`src/rtl/cpu_types_pkg.sv`:
```
// Shared CPU control types: PC next-value select and fetch sequencer states.
package cpu_types_pkg;

  typedef enum logic [1:0] {
    PC_SEQ    = 2'b00,
    PC_JR     = 2'b01,
    PC_BRANCH = 2'b10,
    PC_JUMP   = 2'b11
  } pcsrc_t;

  typedef enum logic [1:0] {
    FETCH      = 2'b00,
    REDIR_WAIT = 2'b01,
    HALTED     = 2'b10
  } fetch_state_t;

  function automatic logic is_redirect(input pcsrc_t src);
    return (src != PC_SEQ);
  endfunction

endpackage

```
`src/rtl/sat_counter.sv`:
```
// Counter that sticks at all-ones instead of wrapping.
module sat_counter #(
  parameter int W = 32
) (
  input  logic         clk_i,
  input  logic         rst_ni,
  input  logic         inc_i,
  output logic [W-1:0] count_o
);

  logic [W-1:0] count_q;
  logic [W-1:0] count_d;

  // next count: step only while below the ceiling
  always_comb begin
    count_d = count_q;
    if (inc_i && (count_q != {W{1'b1}})) begin
      count_d = count_q + {{(W-1){1'b0}}, 1'b1};
    end else begin
      count_d = count_q;
    end
  end

  // count register
  always_ff @(posedge clk_i or negedge rst_ni) begin
    if (!rst_ni) begin
      count_q <= '0;
    end else begin
      count_q <= count_d;
    end
  end

  assign count_o = count_q;

endmodule

```
`src/rtl/fetch_ctrl.sv`:
```
// PC/fetch sequencer: PC load enable and select, icache read request,
// pipeline flushes on redirects, EX freeze while a redirect waits on a miss, halt.
module fetch_ctrl
  import cpu_types_pkg::*;
#(
  parameter int CNT_W = 32
) (
  input  logic             CLK,
  input  logic             nRST,
  input  logic             ihit,
  input  logic             stall,
  input  logic             redirect_valid,
  input  logic [1:0]       redirect_src,
  input  logic             halt,
  output logic             pcenable,
  output logic [1:0]       pcsrc,
  output logic             imemREN,
  output logic             ifid_flush,
  output logic             idex_flush,
  output logic             ex_hold,
  output logic             halted,
  output logic [CNT_W-1:0] fetch_cnt,
  output logic [CNT_W-1:0] redirect_cnt
);

  fetch_state_t state_q, state_d;
  pcsrc_t       pend_q, pend_d;
  pcsrc_t       pcsrc_s;
  logic         ihit_s, stall_s, rv_s, halt_s;
  logic         flush_s;

  // Inputs read as 0 while reset is held, so outputs show plain FETCH values.
  assign ihit_s  = ihit & nRST;
  assign stall_s = stall & nRST;
  assign rv_s    = redirect_valid & nRST;
  assign halt_s  = halt & nRST;

  // Mealy next-state and output decode
  always_comb begin
    state_d  = state_q;
    pend_d   = pend_q;
    pcenable = 1'b0;
    pcsrc_s  = PC_SEQ;
    imemREN  = 1'b0;
    flush_s  = 1'b0;
    ex_hold  = 1'b0;
    halted   = 1'b0;
    case (state_q)
      FETCH: begin
        imemREN = 1'b1;
        if (halt_s) begin
          flush_s = 1'b1;
          state_d = HALTED;
        end else if (rv_s) begin
          if (ihit_s) begin
            pcenable = 1'b1;
            pcsrc_s  = pcsrc_t'(redirect_src);
            flush_s  = 1'b1;
          end else begin
            ex_hold = 1'b1;
            pend_d  = pcsrc_t'(redirect_src);
            state_d = REDIR_WAIT;
          end
        end else if (stall_s) begin
          pcenable = 1'b0;
        end else begin
          pcenable = ihit_s;
        end
      end
      // EX is frozen here, so redirect/stall/halt inputs are stale and ignored.
      REDIR_WAIT: begin
        imemREN = 1'b1;
        ex_hold = 1'b1;
        if (ihit_s) begin
          pcenable = 1'b1;
          pcsrc_s  = pend_q;
          flush_s  = 1'b1;
          state_d  = FETCH;
        end else begin
          state_d = REDIR_WAIT;
        end
      end
      HALTED: begin
        halted = 1'b1;
      end
      default: begin
        state_d = FETCH;
      end
    endcase
  end

  assign pcsrc      = pcsrc_s;
  assign ifid_flush = flush_s;
  assign idex_flush = flush_s;

  // FSM state and pending redirect target
  always_ff @(posedge CLK or negedge nRST) begin
    if (!nRST) begin
      state_q <= FETCH;
      pend_q  <= PC_SEQ;
    end else begin
      state_q <= state_d;
      pend_q  <= pend_d;
    end
  end

  sat_counter #(.W(CNT_W)) u_fetch_cnt (
    .clk_i   (CLK),
    .rst_ni  (nRST),
    .inc_i   (pcenable),
    .count_o (fetch_cnt)
  );

  sat_counter #(.W(CNT_W)) u_redirect_cnt (
    .clk_i   (CLK),
    .rst_ni  (nRST),
    .inc_i   (pcenable & is_redirect(pcsrc_s)),
    .count_o (redirect_cnt)
  );

endmodule
```
`config.mk`:
```
export PLATFORM = sky130hd
export DESIGN_NAME = fetch_ctrl
export DESIGN_NICKNAME = d
export VERILOG_FILES = /design/src/rtl/cpu_types_pkg.sv /design/src/rtl/sat_counter.sv /design/src/rtl/fetch_ctrl.sv
export SDC_FILE = /design/constraint.sdc
export NUM_CORES = 1
export LEC_CHECK = 0
export ABC_AREA = 1
export CAP_MARGIN = 30
export CORE_MARGIN = 8
export CORE_UTILIZATION = 28
export CTS_CLUSTER_DIAMETER = 100
export CTS_CLUSTER_SIZE = 28
export DETAILED_ROUTE_END_ITERATION = 16
export PLACE_DENSITY_LB_ADDON = 0.05
export SYNTH_ARGS = -nofsm -noshare
export SYNTH_HDL_FRONTEND = slang
export SYNTH_HIERARCHICAL = 1
export SYNTH_SLANG_ARGS = --single-unit
```
`constraint.sdc`:
```
create_clock -name CLK -period 4.2 [get_ports CLK]
set_clock_uncertainty 0.15 [all_clocks]
set_input_delay 0.63 -clock CLK [delete_from_list [all_inputs] [get_ports CLK]]
set_output_delay 0.63 -clock CLK [all_outputs]
set_load 0.05 [all_outputs]
```
[After elaboration in Yosys (flattened, before gate mapping)]
Index checks and enable logic that the tools add are counted.
Operators by class
  add/subtract/negate cells: 2
  multipliers: 0
  div/mod/pow operators: 0
  order comparisons: 0
  equal/unequal tests: 6
  shift operators: 0
  multiplexer cells: 24
  bitwise logic cells: 8
  reductions and logical operators: 7
Operators by type and width (count)
  32-bit by 1-bit adder with 32-bit output, second input constant: 2
  32-bit inequality test, second input constant: 2
  2-bit 2-to-1 mux: 7
  1-bit 2-to-1 mux: 12
  3-bit inequality test, second input constant: 2
  1-bit case mux with 2 select lines: 3
  2-bit case mux with 3 select lines: 1
  1-bit bitwise AND: 5
  2-bit case mux with 2 select lines: 1
  4-bit AND reduction: 1
  1-bit NOT: 3
  3-bit AND reduction: 1
  2-bit by 1-bit equality test with 1-bit output, second input constant: 1
  2-bit equality test, second input constant: 1
  1-bit logical AND: 2
  2-bit zero test: 1
  2-bit nonzero test: 1
  2-bit OR reduction: 1
Word-level totals
  register bits: 68
  latch bits: 0
  bits in writable memories: 0
  memory bits (read-only): 0
  input port bits: 8
  output and inout port bits: 72
  word-level logic and storage cells: 51
  memories: 0

[Logic depth before layout (Yosys ltp)]
Gate-level depths: netlist (run 1).
  word-level depth: 8
  gate-level depth with buffers: 13
  depth with buffers taken out: 13

[Cells and area by module]
Netlist (run 1), hierarchy kept.
By module, submodules not included
  sat_counter (u_redirect_cnt): instances 1, cells each 333, area each 2190.9 µm², sequential area each 800.8 µm²
  sat_counter (u_fetch_cnt): instances 1, cells each 329, area each 2140.8 µm², sequential area each 800.8 µm²
  fetch_ctrl: instances 1, cells each 47, area each 292.8 µm², sequential area each 100.1 µm²

[Least setup slack after synthesis (run 1)]
OpenSTA, ideal clock, no wires.
  path type: input port to flip-flop
  from: in nRST
  to: reg u_fetch_cnt.count_q[26], in the netlist u_fetch_cnt/count_o[26]
  setup time: 0.120 ns
  arrival: 3.066 ns
  required time: 3.930 ns
  path slack: 0.864 ns
  cell stages on the path: 12
  path buffers: 1
  cells stage by stage: nand2_1 inv_1 o21ai_0 o21ai_0 buf_2 inv_1 nor2_1 nand2_1 nor2_1 nand3_1 nand2_1 nand2_1
Between the ends
  word-level cells in the longest chain between the ends: 6
  elaborated cells between the ends (all ways): 10
  those cells by class: 5 x mux; 4 x bitwise; 1 x reduce/logical
RTL lines
  start, declared: RTL line fetch_ctrl.sv:9  | input logic nRST,
  1-bit bitwise AND, on equally long branches: RTL line fetch_ctrl.sv:33, fetch_ctrl.sv:34
  1-bit 2-to-1 mux, on equally long branches: RTL line fetch_ctrl.sv:64, fetch_ctrl.sv:55, fetch_ctrl.sv:74
  1-bit 2-to-1 mux: RTL line fetch_ctrl.sv:54  | end else if (rv_s) begin
  1-bit 2-to-1 mux: RTL line fetch_ctrl.sv:51  | if (halt_s) begin
  1-bit case mux with 2 select lines *: RTL line fetch_ctrl.sv:48  | case (state_q)
  net pcenable: RTL line fetch_ctrl.sv:15  | output logic pcenable,
  1-bit logical AND *: RTL line sat_counter.sv:17  | if (inc_i && (count_q != {W{1'b1}})) begin
  end signal, assigned: RTL line sat_counter.sv:29  | count_q <= count_d;
  end, declared: RTL line sat_counter.sv:11  | logic [W-1:0] count_q;
Mark *: on every way through the listed nets, which the timed path passes. The rest lies on a longest branch.
A chain may end at the register's enable or synchronous reset.

[Worst setup path after layout (run 1)]
  from: in ihit
  to: out pcsrc[0]
Between the ends
  word-level cells in the longest chain between the ends: 5
  elaborated cells between the ends (all ways): 6
  those cells by class: 5 x mux; 1 x bitwise
RTL lines
  start, declared: RTL line fetch_ctrl.sv:10  | input logic ihit,
  1-bit bitwise AND *: RTL line fetch_ctrl.sv:33  | assign ihit_s = ihit & nRST;
  2-bit 2-to-1 mux: RTL line fetch_ctrl.sv:55  | if (ihit_s) begin
  2-bit 2-to-1 mux: RTL line fetch_ctrl.sv:54
  2-bit 2-to-1 mux: RTL line fetch_ctrl.sv:51
  2-bit case mux with 2 select lines *: RTL line fetch_ctrl.sv:48
  end, declared: RTL line fetch_ctrl.sv:16  | output logic [1:0] pcsrc,
Every way passes the cells marked *; elsewhere a longest branch is shown, timed or not.

==> key figures, run 1 <==
Worst setup path
  • CP startpoint: ihit
  • Req. time, crit path: 3.42 ns
  • Critical path arrival: 2.46 ns
  • Master of the slowest instance on the critical path: clkdlybuf4s50_1
  • R2R depth: 12
  • Startpoint Class: primary input
  • Max stage delay on crit path: 0.81 ns
  • Delay-heaviest family, CP: buffers and inverters
  • RR Startpoint: state_q[0]
  • CP Cell Sequence: clkdlybuf4s50_1 -> nand2_1 -> inv_1 -> nand2_1 -> nor2_1 -> a21oi_1 -> inv_1 -> clkdlybuf4s50_1
  • Setup CP Type: primary input to primary output
  • Crit path buf inv count: 4
  • CP Max Fanout: 4
  • Endpoint of the worst register-to-register path: u_redirect_cnt/count_o[22]
  • CP Capture Type: primary output
  • Reg-to-reg slack, setup: 1.68 ns

Routing
  • DRC viols: 0
  • Routed Antenna Nets: 0
  • Via count: 4667
  • Via-per-instance ratio: 4.60
  • Initial DRC Count: 247
  • Drt total wl: 14700 um
  • Drt first pass iters: 5
  • Post-DR wirelength/cell: 14.5 um

STA
  • Post-route setup slack: 0.963 ns
  • Achievable Freq: 0.309 GHz
  • Fin crit share: 0.771
  • Setup_tns: 0 ns
  • Worst-Margin Slew: 0.614 ns
  • Final setup violation count: 0
  • Hold_ws: 0.0641 ns
  • Minimum clock period: 3.24 ns
  • Rel. slew slack: 0.591
  • Final hold vios: 0
  • Max Transition Viols Final: 0
  • RSZ-0062 raised after global routing: false

Global routing
  • Largest net degree at the start of global routing: 47
  • GR Util All Layers: 0.147
  • Vias in the first global route: 4504
  • Initial antenna violation count: 0
  • First-pass GRT wire length: 23600 um
  • Grt ovf: 0

Power and ir drop
  • Pleak: 2.43 nW
  • Clock share of power: 0.534
  • Net Sw Frac: 0.221
  • Gate power share: 0.017
  • Share of power burned in registers: 0.449
  • Internal Power: 1.14 mW
  • Switching power: 0.323 mW
  • Peak VDD IR: 0.000167 V
  • Pwr Density: 247 mW/mm2

Yosys
  • Mapped Area: 0.00462 mm2
  • Syn. warnings: 6
  • Dominant cell type by area after synthesis: dfrtp_1
  • Async SR Flop Fraction: 1.00
  • Syn Area/Cell: 6.52 um2
  • Share of the synthesized area in the top cell type: 0.368
  • Most frequent cell after synthesis: nand2_1
  • Post-synth top cells: 300 x nand2_1, 105 x nor2_1, 68 x dfrtp_1, 64 x inv_1, 48 x nand3_1
  • Post-synthesis register bit count: 68
  • Most used DFF post-synth: dfrtp_1
  • Synth cell types: 26
  • Mapped Nets: 719
  • Sequential share of the synthesized area: 0.368
  • Gate Count Post-Synth: 709
  • EDFF count, synth: 0
  • Synth area leaders: dfrtp_1 37%, nand2_1 24%, nor2_1 8.5%, nand3_1 5.2%, inv_1 5.2%

Die
  • Die Wd: 145 um
  • Core ar.: 0.0163 mm2
  • Die ar.: 0.0209 mm2
  • Ports: 80
  • Die H: 145 um
  • Starting Density: 0.283
  • Row count: 47

Status
  • Outcome: complete, no violations

Final layout
  • Cell area after layout: 0.00591 mm2
  • Multi-input combinational cell area: 0.00257 mm2
  • Layout filler cell count: 1820
  • Sequential cell area: 0.00170 mm2
  • Layout cells sized above 1: 0.0743
  • Diode count: 0
  • Area Growth Syn to Fin: 27.8%
  • Nets@finish: 799

Clock network
  • Root buffer cell: clkbuf_16
  • Cts hold-fix bufs: 0
  • Post-cts resize count: 0
  • Setup Fix Bufs, Post-CTS: 0
  • CTS Buffer Depth: 2
  • Latest clock arrival within the worst-skew pair: 0.34 ns
  • H-Tree Depth: 3
  • Clk slew on worst S/H paths: 0.05 ns
  • CTS sink count: 68
  • CTS tree: yes
  • Total CTS buffers: 9

Placement
  • Post-DP Area: 0.00561 mm2
  • DP Wirelength: 11300 um
  • Number of buffers inserted by port buffering: 79
  • Placer Congestion: 0.905
  • Pre-CTS worst setup slack: 0.953 ns

Job
  • Max-cap violations: 0

Min path
  • Worst hold path type: primary input to async pin
-- power by group through the flow --
stage / clock [mW] / sequential, mW / combinational (mW)
6_report: 0.779 / 0.655 / 0.0255
5_1_grt: 0.835 / 0.655 / 0.0299
4_1_cts: 0.819 / 0.655 / 0.0275
3_5_place_dp: 0 / 0.667 / 0.0273
3_3_place_gp: 0 / 0.667 / 0.0274
2_1_floorplan: 0 / 0.667 / 0.00293
-- how the worst max path moves through the flow --
stage,cells past startpoint,slack (ns),end
finish,8,0.96,pcsrc[0]
global route,8,0.79,pcsrc[1]
CTS,8,0.95,pcsrc[0]
detailed placement,14,0.95,u_redirect_cnt/count_o[22]
global placement,8,0.97,pcsrc[1]
floorplan,12,0.86,u_fetch_cnt/count_o[26]
-- cells in the final DEF (no fill, tap or decap), drive strengths merged, types with 3 or more instances in the layout --
master,Yosys,layout
a21oi,5,5
buf,12,4
clkbuf,0,10
clkdlybuf4s50,0,77
clkinv,0,3
dfrtp,68,68
inv,66,66
nand2,318,318
nand3,49,49
nand3b,16,16
nand4,21,21
nor2,121,121
nor3,4,4
o21ai,9,9
xnor2,14,14
-- worst register-to-register path, cell delays in order, from the launching register on --
cell and delay [ns]:
dfrtp_1 0.42, nor2_2 0.15, nand2_2 0.10, nor2_2 0.11, a21oi_1 0.09, nand2_1 0.25, inv_1 0.13, nor2_1 0.30
nand2_1 0.13, nor2_1 0.32, nand3_1 0.12, nand2_1 0.09, nand2_1 0.05
-- final cells by class --
type / count / area share
clock buffers: 10 / 0.0404
inverters: 66 / 0.0419
flip-flops and latches: 68 / 0.288
well taps: 220 / 0.0466
clock inverters: 6 / 0.0108
multi-input cells: 563 / 0.435
repair buffers: 81 / 0.138
-- layer usage --
metal | up-vias | global-route usage | part of all wire
met3 | 24 | 0.0267 | 0.049
met1 | 2156 | 0.180 | 0.46
met5 | - | 0 | 0
met2 | 117 | 0.244 | 0.47
li1 | 2370 | - | -
met4 | 0 | 0.0685 | 0.026
-- logic make-up (layout without fill, tap and decap cells) --
| kind of cell | Yosys count | after routing | share of synthesized area |
|---|---|---|---|
| flip-flops | 68 | 68 | 0.368 |
| buffers and inverters | 78 | 163 | 0.0766 |
| AND/OR/NAND/NOR | 529 | 529 | 0.501 |
| adder cells (fa/ha/maj) | 2 | 2 | 0.00541 |
| AO/OA/AOI/OAI | 16 | 16 | 0.0192 |
| XOR/XNOR | 16 | 16 | 0.0303 |
-- state kept, by name, summed over array words and instances (netlist names) --
name,count
u_redirect_cnt/count_o,32
u_fetch_cnt/count_o,32
state_q,2
pend_q,2
-- metrics by stage --
step           cells   util  power (mW)
6_report        1014  0.361        1.46
5_1_grt         1014  0.361        1.52
4_1_cts         1014  0.361        1.50
3_5_place_dp     998  0.343       0.694
3_3_place_gp     998  0.343       0.695
2_1_floorplan    709      -       0.670
Note: power is estimated with default switching activity, not from simulation.
==> inputs of run 2 (changes only) <==
==> constraint.sdc (replaced) <==
create_clock -name CLK -period 3.05 [get_ports CLK]
set_clock_uncertainty 0.15 [all_clocks]
set_input_delay 0.4575 -clock CLK [delete_from_list [all_inputs] [get_ports CLK]]
set_output_delay 0.4575 -clock CLK [all_outputs]
set_load 0.05 [all_outputs]
==> run 2 against run 1 <==
Critical path depth increased by 6. Clock-buffer cell count unchanged. Sequential share of layout area decreased by 0.40 points. Clock power increased by 39%. Global-route usage about the same. Sequential power increased by 38%. Core utilization increased by 0.51 points. Sequential cell count unchanged. Hold slack improved by 0.27 ns. Largest cell class unchanged. Worst setup slack got worse by 0.65 ns.
==> key figures, run 2 (synthesis gave the netlist of run 1 again) <==
Routing
  • Drt total wl: 14900 um (+1.5%)
  • Routed Antenna Nets: 0 (unchanged)
  • Post-DR wirelength/cell: 14.6 um (+1.1%)
  • Via count: 4686 (+0.41%)
  • Met3 WL post-DR: 849 um (+19%)
  • Max layer used: met4
  • Routed length on met1: 6790 um (+1.2%)
  • Via-per-instance ratio: 4.60 (about the same)
  • DRC viols: 0 (unchanged)
  • Drt first pass iters: 5 (unchanged)
  • Metal2 WL: 6930 um (+0.68%)
  • Initial DRC Count: 280 (+13%)

Power and ir drop
  • Pleak: 2.47 nW (+1.7%)
  • Internal Power: 1.57 mW (+38%)
  • Switching power: 0.455 mW (+41%)
  • Pwr Density: 338 mW/mm2 (+37%)
  • Peak VDD IR: 0.000277 V (+66%)
  • Clock share of power: 0.536 (+0.002)
  • Net Sw Frac: 0.225 (+0.00409)
  • Gate power share: 0.018 (about the same)
  • Share of power burned in registers: 0.446 (-0.003)

STA
  • Post-route setup slack: 0.310 ns (-0.653 ns)
  • Max Transition Viols Final: 0 (unchanged)
  • Worst-Margin Slew: 0.849 ns (+0.235 ns)
  • Achievable Freq: 0.365 GHz
  • Minimum clock period: 2.74 ns
  • Fin crit share: 0.898
  • Setup_tns: 0 ns (unchanged)
  • Final setup violation count: 0 (unchanged)
  • Rel. slew slack: 0.434 (-0.157)
  • Hold_ws: 0.333 ns (+0.269 ns)
  • Final hold vios: 0 (unchanged)
  • RSZ-0062 raised after global routing: false

Final layout
  • Multi-input combinational cell area: 0.00257 mm2 (unchanged)
  • Layout cells sized above 1: 0.0840 (+0.00965)
  • Area Growth Syn to Fin: 29.6%
  • Commonest non-fill, non-tap cell in the layout: nand2_1
  • Nets@finish: 803 (+0.50%)
  • Layout filler cell count: 1773 (-2.6%)
  • Post-layout util: 0.367 (+0.00505)
  • Sequential cell area: 0.00170 mm2 (unchanged)
  • Diode count: 0 (unchanged)
  • Most frequent cells in the layout: 300 x nand2_1, 105 x nor2_1, 72 x clkdlybuf4s50_1

Clock network
  • CTS Buffer Depth: 2 (unchanged)
  • Post-cts resize count: 0 (unchanged)
  • CTS tree: yes
  • H-Tree Depth: 3 (unchanged)
  • Total CTS buffers: 9 (unchanged)
  • Latest clock arrival within the worst-skew pair: 0.34 ns (about the same)
  • CTS sink count: 68 (unchanged)
  • Root buffer cell: clkbuf_16
  • Clk slew on worst S/H paths: 0.06 ns (about the same)

Worst setup path
  • CP Capture Type: flop
  • CP Depth: 14 (+6)
  • Reg-to-reg slack, setup: 0.74 ns (-0.94 ns)
  • Setup CP Type: primary input to flop
  • RR Startpoint: state_q[0]
  • CP Cell Sequence: dlygate4sd3_1 -> buf_4 -> nand2_2 -> nand2_2 -> nor2_2 -> a21oi_1 -> nand2_1 -> inv_1 -> nor2_1 -> nand2_1 -> nor2_1 -> nand3_1 -> nand2_1 -> nand2_1
  • R2R depth: 12 (unchanged)
  • Max stage delay on crit path: 0.58 ns (-0.23 ns)
  • Master of the slowest instance on the critical path: dlygate4sd3_1
  • CP startpoint: nRST
  • Startpoint Class: primary input
  • Req. time, crit path: 3.13 ns (-0.29 ns)
  • Top cell by count, worst path: nand2_1
  • Endpoint of the worst register-to-register path: u_redirect_cnt/count_o[22]
  • CP Max Fanout: 9 (+5)
  • Worst Setup EP: u_redirect_cnt/count_o[22]
  • Crit path buf inv count: 3 (-1)
  • Critical path arrival: 2.82 ns (+0.36 ns)
  • Delay-heaviest family, CP: simple AND/OR/NAND/NOR gates

Die
  • Ports: 80 (unchanged)
  • Die ar.: 0.0209 mm2 (unchanged)
  • Die H: 145 um (unchanged)
  • Die Wd: 145 um (unchanged)
  • Core ar.: 0.0163 mm2 (unchanged)
  • Row count: 47 (unchanged)
  • Starting Density: 0.283 (unchanged)

Global routing
  • Initial antenna violation count: 0 (unchanged)
  • First-pass GRT wire length: 23500 um (-0.38%)
  • Vias in the first global route: 4408 (-2.1%)
  • Grt ovf: 0 (unchanged)
  • Largest net degree at the start of global routing: 65 (+38%)
  • GR Util All Layers: 0.147 (about the same)

Placement
  • DP Wirelength: 11400 um (+1.1%)
  • Number of buffers inserted by port buffering: 79 (unchanged)
  • Placer Congestion: 0.874 (-3.4%)
  • Pre-CTS worst setup slack: 0.227 ns (-0.726 ns)

Min path
  • Depth of the worst hold-timing path: 2
  • Worst hold path type: flop to flop

Status
  • Outcome: complete, no violations

Job
  • Max-cap violations: 0 (unchanged)
==> run 2: worst min-delay path, cell delays in order (launching register included) <==
cell and delay [ns]:
dfrtp_1 0.34, nand2_1 0.06, nand2_1 0.05
==> run 2: cell type report <==
class | instances | share of cell area
Tap cell | 220 | 0.0459
Clock buffer | 10 | 0.0399
Inverter | 66 | 0.0413
Timing Repair Buffer | 85 | 0.150
Multi-Input combinational cell | 563 | 0.429
Sequential cell | 68 | 0.284
Clock inverter | 6 | 0.0106
==> run 2: metal layers <==
metal	up-vias	GRT usage
li1	2382	-
met3	22	0.0317
met2	102	0.239
met1	2180	0.183
met5	-	0
met4	0	0.0652
==> run 2: worst min path at each step <==
stage | start | slack, ns | endpoint
floorplan | nRST | 0.01 | pend_q[0]
global placement | nRST | 0.13 | state_q[1]
detailed placement | nRST | 0.13 | state_q[0]
CTS | pend_q[0] | 0.34 | pend_q[0]
global route | pend_q[1] | 0.35 | pend_q[1]
finish | pend_q[0] | 0.33 | pend_q[0]
==> run 2: metrics by stage <==
stage	area, um2	cells	power [mW]
CTS	5990	1018	2.07
global placement	5680	1001	0.955
global route	5990	1018	2.10
detailed placement	5680	1001	0.956
finish	5990	1018	2.02
floorplan	4620	709	0.923
==> run 2: power groups by stage <==
stage	Clock, mW	Combinational [mW]	Sequential (mW)
2_1_floorplan	0	0.00407	0.919
3_3_place_gp	0	0.0364	0.919
3_5_place_dp	0	0.0371	0.919
4_1_cts	1.13	0.0388	0.902
5_1_grt	1.16	0.0426	0.901
6_report	1.08	0.0362	0.902
==> run 2: what timing repair did <==
item | CTS | global route
hold endpoints to repair | 4 | 0
setup buffers | 0 | 0
hold buffers | 1 | 0
==> inputs of run 3 (changes only) <==
--- a/config.mk
+++ b/config.mk
@@ -9,10 +9,9 @@
 export CAP_MARGIN = 30
 export CORE_MARGIN = 8
 export CORE_UTILIZATION = 28
-export CTS_CLUSTER_DIAMETER = 100
+export CTS_CLUSTER_DIAMETER = 30
 export CTS_CLUSTER_SIZE = 28
 export DETAILED_ROUTE_END_ITERATION = 16
-export PLACE_DENSITY_LB_ADDON = 0.05
 export SYNTH_ARGS = -nofsm -noshare
 export SYNTH_HDL_FRONTEND = slang
 export SYNTH_HIERARCHICAL = 1
==> run 3 against run 2 <==
Worst setup slack worse by 0.15 ns. Critical path depth shrank 6. Largest power group unchanged. Total power is 0.97% higher. Clock power barely moved. Core utilization is 0.069 points higher. Sequential power is essentially flat. Routed wire length decreased by 7.1%. Fmax shrank 5.3%. First-iteration DRC count grew 12%. Register-to-register slack gained 0.04 ns.
==> key figures, run 3 (synthesis gave the netlist of run 1 again) <==
Power and ir drop
  • Pwr Density: 340 mW/mm2 (+0.78%)
  • Peak VDD IR: 0.000385 V (+39%)
  • Pleak: 2.49 nW (+0.46%)

Placement
  • Number of buffers inserted by port buffering: 79 (unchanged)
  • DP Wirelength: 10500 um (-7.9%)
  • Inst Count DP: 1001 (unchanged)
  • Placer Congestion: 0.872 (-0.25%)
  • Post-DP Area: 0.00568 mm2 (unchanged)

STA
  • Rel. slew slack: 0.504 (+0.0702)
  • Minimum clock period: 2.89 ns (+0.152 ns)
  • Achievable Freq: 0.346 GHz (-5.3%)
  • Final hold vios: 0 (unchanged)
  • RSZ-0062 raised after global routing: false
  • Setup_tns: 0 ns (unchanged)
  • Worst-Margin Slew: 0.744 ns (-0.105 ns)
  • Final setup violation count: 0 (unchanged)
  • Max Transition Viols Final: 0 (unchanged)
  • Fin crit share: 0.948 (+0.0500)

Worst setup path
  • Req. time, crit path: 2.44 ns (-0.69 ns)
  • Setup CP Type: primary input to primary output
  • CP Capture Type: primary output
  • CP Max Fanout: 17 (+8)
  • Startpoint Class: primary input
  • Critical path arrival: 2.28 ns (-0.54 ns)

Die
  • Row count: 47 (unchanged)
  • Die Wd: 145 um (unchanged)
  • Ports: 80 (unchanged)
  • Starting Density: 0.283 (unchanged)
  • Core ar.: 0.0163 mm2 (unchanged)
  • Die H: 145 um (unchanged)
  • Die ar.: 0.0209 mm2 (unchanged)

Final layout
  • Cell area after layout: 0.00600 mm2 (+0.19%)
  • Most frequent cells in the layout: 300 x nand2_1, 105 x nor2_1, 72 x clkdlybuf4s50_1
  • Layout cells sized above 1: 0.0827 (-0.00125)
  • Layout filler cell count: 1801 (+1.6%)
  • Diode count: 0 (unchanged)
  • Area Growth Syn to Fin: 29.8%
  • Commonest non-fill, non-tap cell in the layout: nand2_1
  • Nets@finish: 803 (unchanged)
  • Post-Layout Cell Count: 1018 (unchanged)

Clock network
  • Total CTS buffers: 9 (unchanged)
  • CTS sink count: 68 (unchanged)
  • CTS tree: yes
  • Root buffer cell: clkbuf_16
  • H-Tree Depth: 3 (unchanged)
  • Clk slew on worst S/H paths: 0.05 ns (about the same)
  • CTS Buffer Depth: 2 (unchanged)
  • Latest clock arrival within the worst-skew pair: 0.34 ns (about the same)

Routing
  • Drt total wl: 13800 um (-7.1%)
  • Routed Antenna Nets: 0 (unchanged)
  • Initial DRC Count: 313 (+12%)
  • Via-per-instance ratio: 4.61 (+0.17%)
  • Post-DR wirelength/cell: 13.6 um (-7.1%)
  • Via count: 4694 (+0.17%)
  • DRC viols: 0 (unchanged)
  • Drt first pass iters: 5 (unchanged)

Status
  • Outcome: complete, no violations

Job
  • Max-cap violations: 0 (unchanged)

Global routing
  • Largest net degree at the start of global routing: 57 (-12%)
  • Initial antenna violation count: 0 (unchanged)
  • Vias in the first global route: 4513 (+2.4%)
  • Grt ovf: 0 (unchanged)
  • GR Util All Layers: 0.141 (-0.00578)
  • First-pass GRT wire length: 22700 um (-3.3%)

Min path
  • Worst hold path type: flop to flop
==> run 3: cell types whose count changed in the layout (fill, tap and decap cells not counted) <==
| cell | delta |
|---|---|
| clkbuf_8 | +2 |
| clkinvlp_4 | -2 |
| clkbuf_1 | +1 |
| clkinv_2 | -1 |
==> run 3: final cells by class <==
| cell class | count | area, um2 | area share |
|---|---|---|---|
| multi-input cells | 563 | 2570 | 0.428 |
| flip-flops and latches | 68 | 1700 | 0.283 |
| repair buffers | 85 | 896 | 0.149 |
| well taps | 220 | 275 | 0.0459 |
| clock buffers | 13 | 270 | 0.0450 |
| inverters | 66 | 248 | 0.0413 |
| clock inverters | 3 | 43.8 | 0.00729 |
==> run 3: path summary, 6_finish.rpt <==
kind                            start                         end  slack (ns)  depth (start not counted)
min in group asynchronous        nRST                   pend_q[1]        0.38                          2
min reg2reg                 pend_q[1]                   pend_q[1]        0.33                          2
min                         pend_q[1]                   pend_q[1]        0.33                          2
max reg2reg                state_q[0]     u_fetch_cnt/count_o[26]        0.78                         10
max                              nRST                    pcenable        0.16                          8
max in group asynchronous        nRST  u_redirect_cnt/count_o[13]        1.36                          3
==> run 3: through the flow <==
step / hold slack, ns / util / setup slack, ns / power (mW)
after floorplan: 0.0119 / - / 0.171 / 0.923
after global placement: 0.192 / 0.347 / 0.294 / 0.955
after detailed placement: 0.190 / 0.347 / 0.205 / 0.956
after CTS: 0.338 / 0.367 / 0.138 / 2.08
after global routing: 0.367 / 0.367 / 0.00847 / 2.12
final: 0.334 / 0.367 / 0.158 / 2.04
==> run 3: critical path: stages <==
cell and delay, ns:
dlygate4sd3_1 0.53, buf_4 0.25, nand2_1 0.10, inv_1 0.11, o21ai_0 0.09, o21ai_1 0.36, buf_4 0.23, buf_12 0.14
==> run 3: timing repair <==
item / CTS / global route
resized for setup: 0 / 0
buffers inserted: 0 / 0
endpoints found under the hold margin: 12 / 0
hold buffers: 1 / 0
==> run 3: metal layers <==
| metal | GRT usage | up-vias | wire length (um) |
|---|---|---|---|
| met4 | 0.0433 | 0 | 232 |
| met3 | 0.0462 | 19 | 928 |
| met2 | 0.238 | 119 | 6450 |
| met5 | 0 | - | 0 |
| met1 | 0.166 | 2187 | 6230 |
| li1 | - | 2369 | - |
==> run 3: report_power, final <==
group / switching (mW) / internal [mW]
Sequential: 0 / 0.903
Clock: 0.404 / 0.700
Combinational: 0.0251 / 0.0107
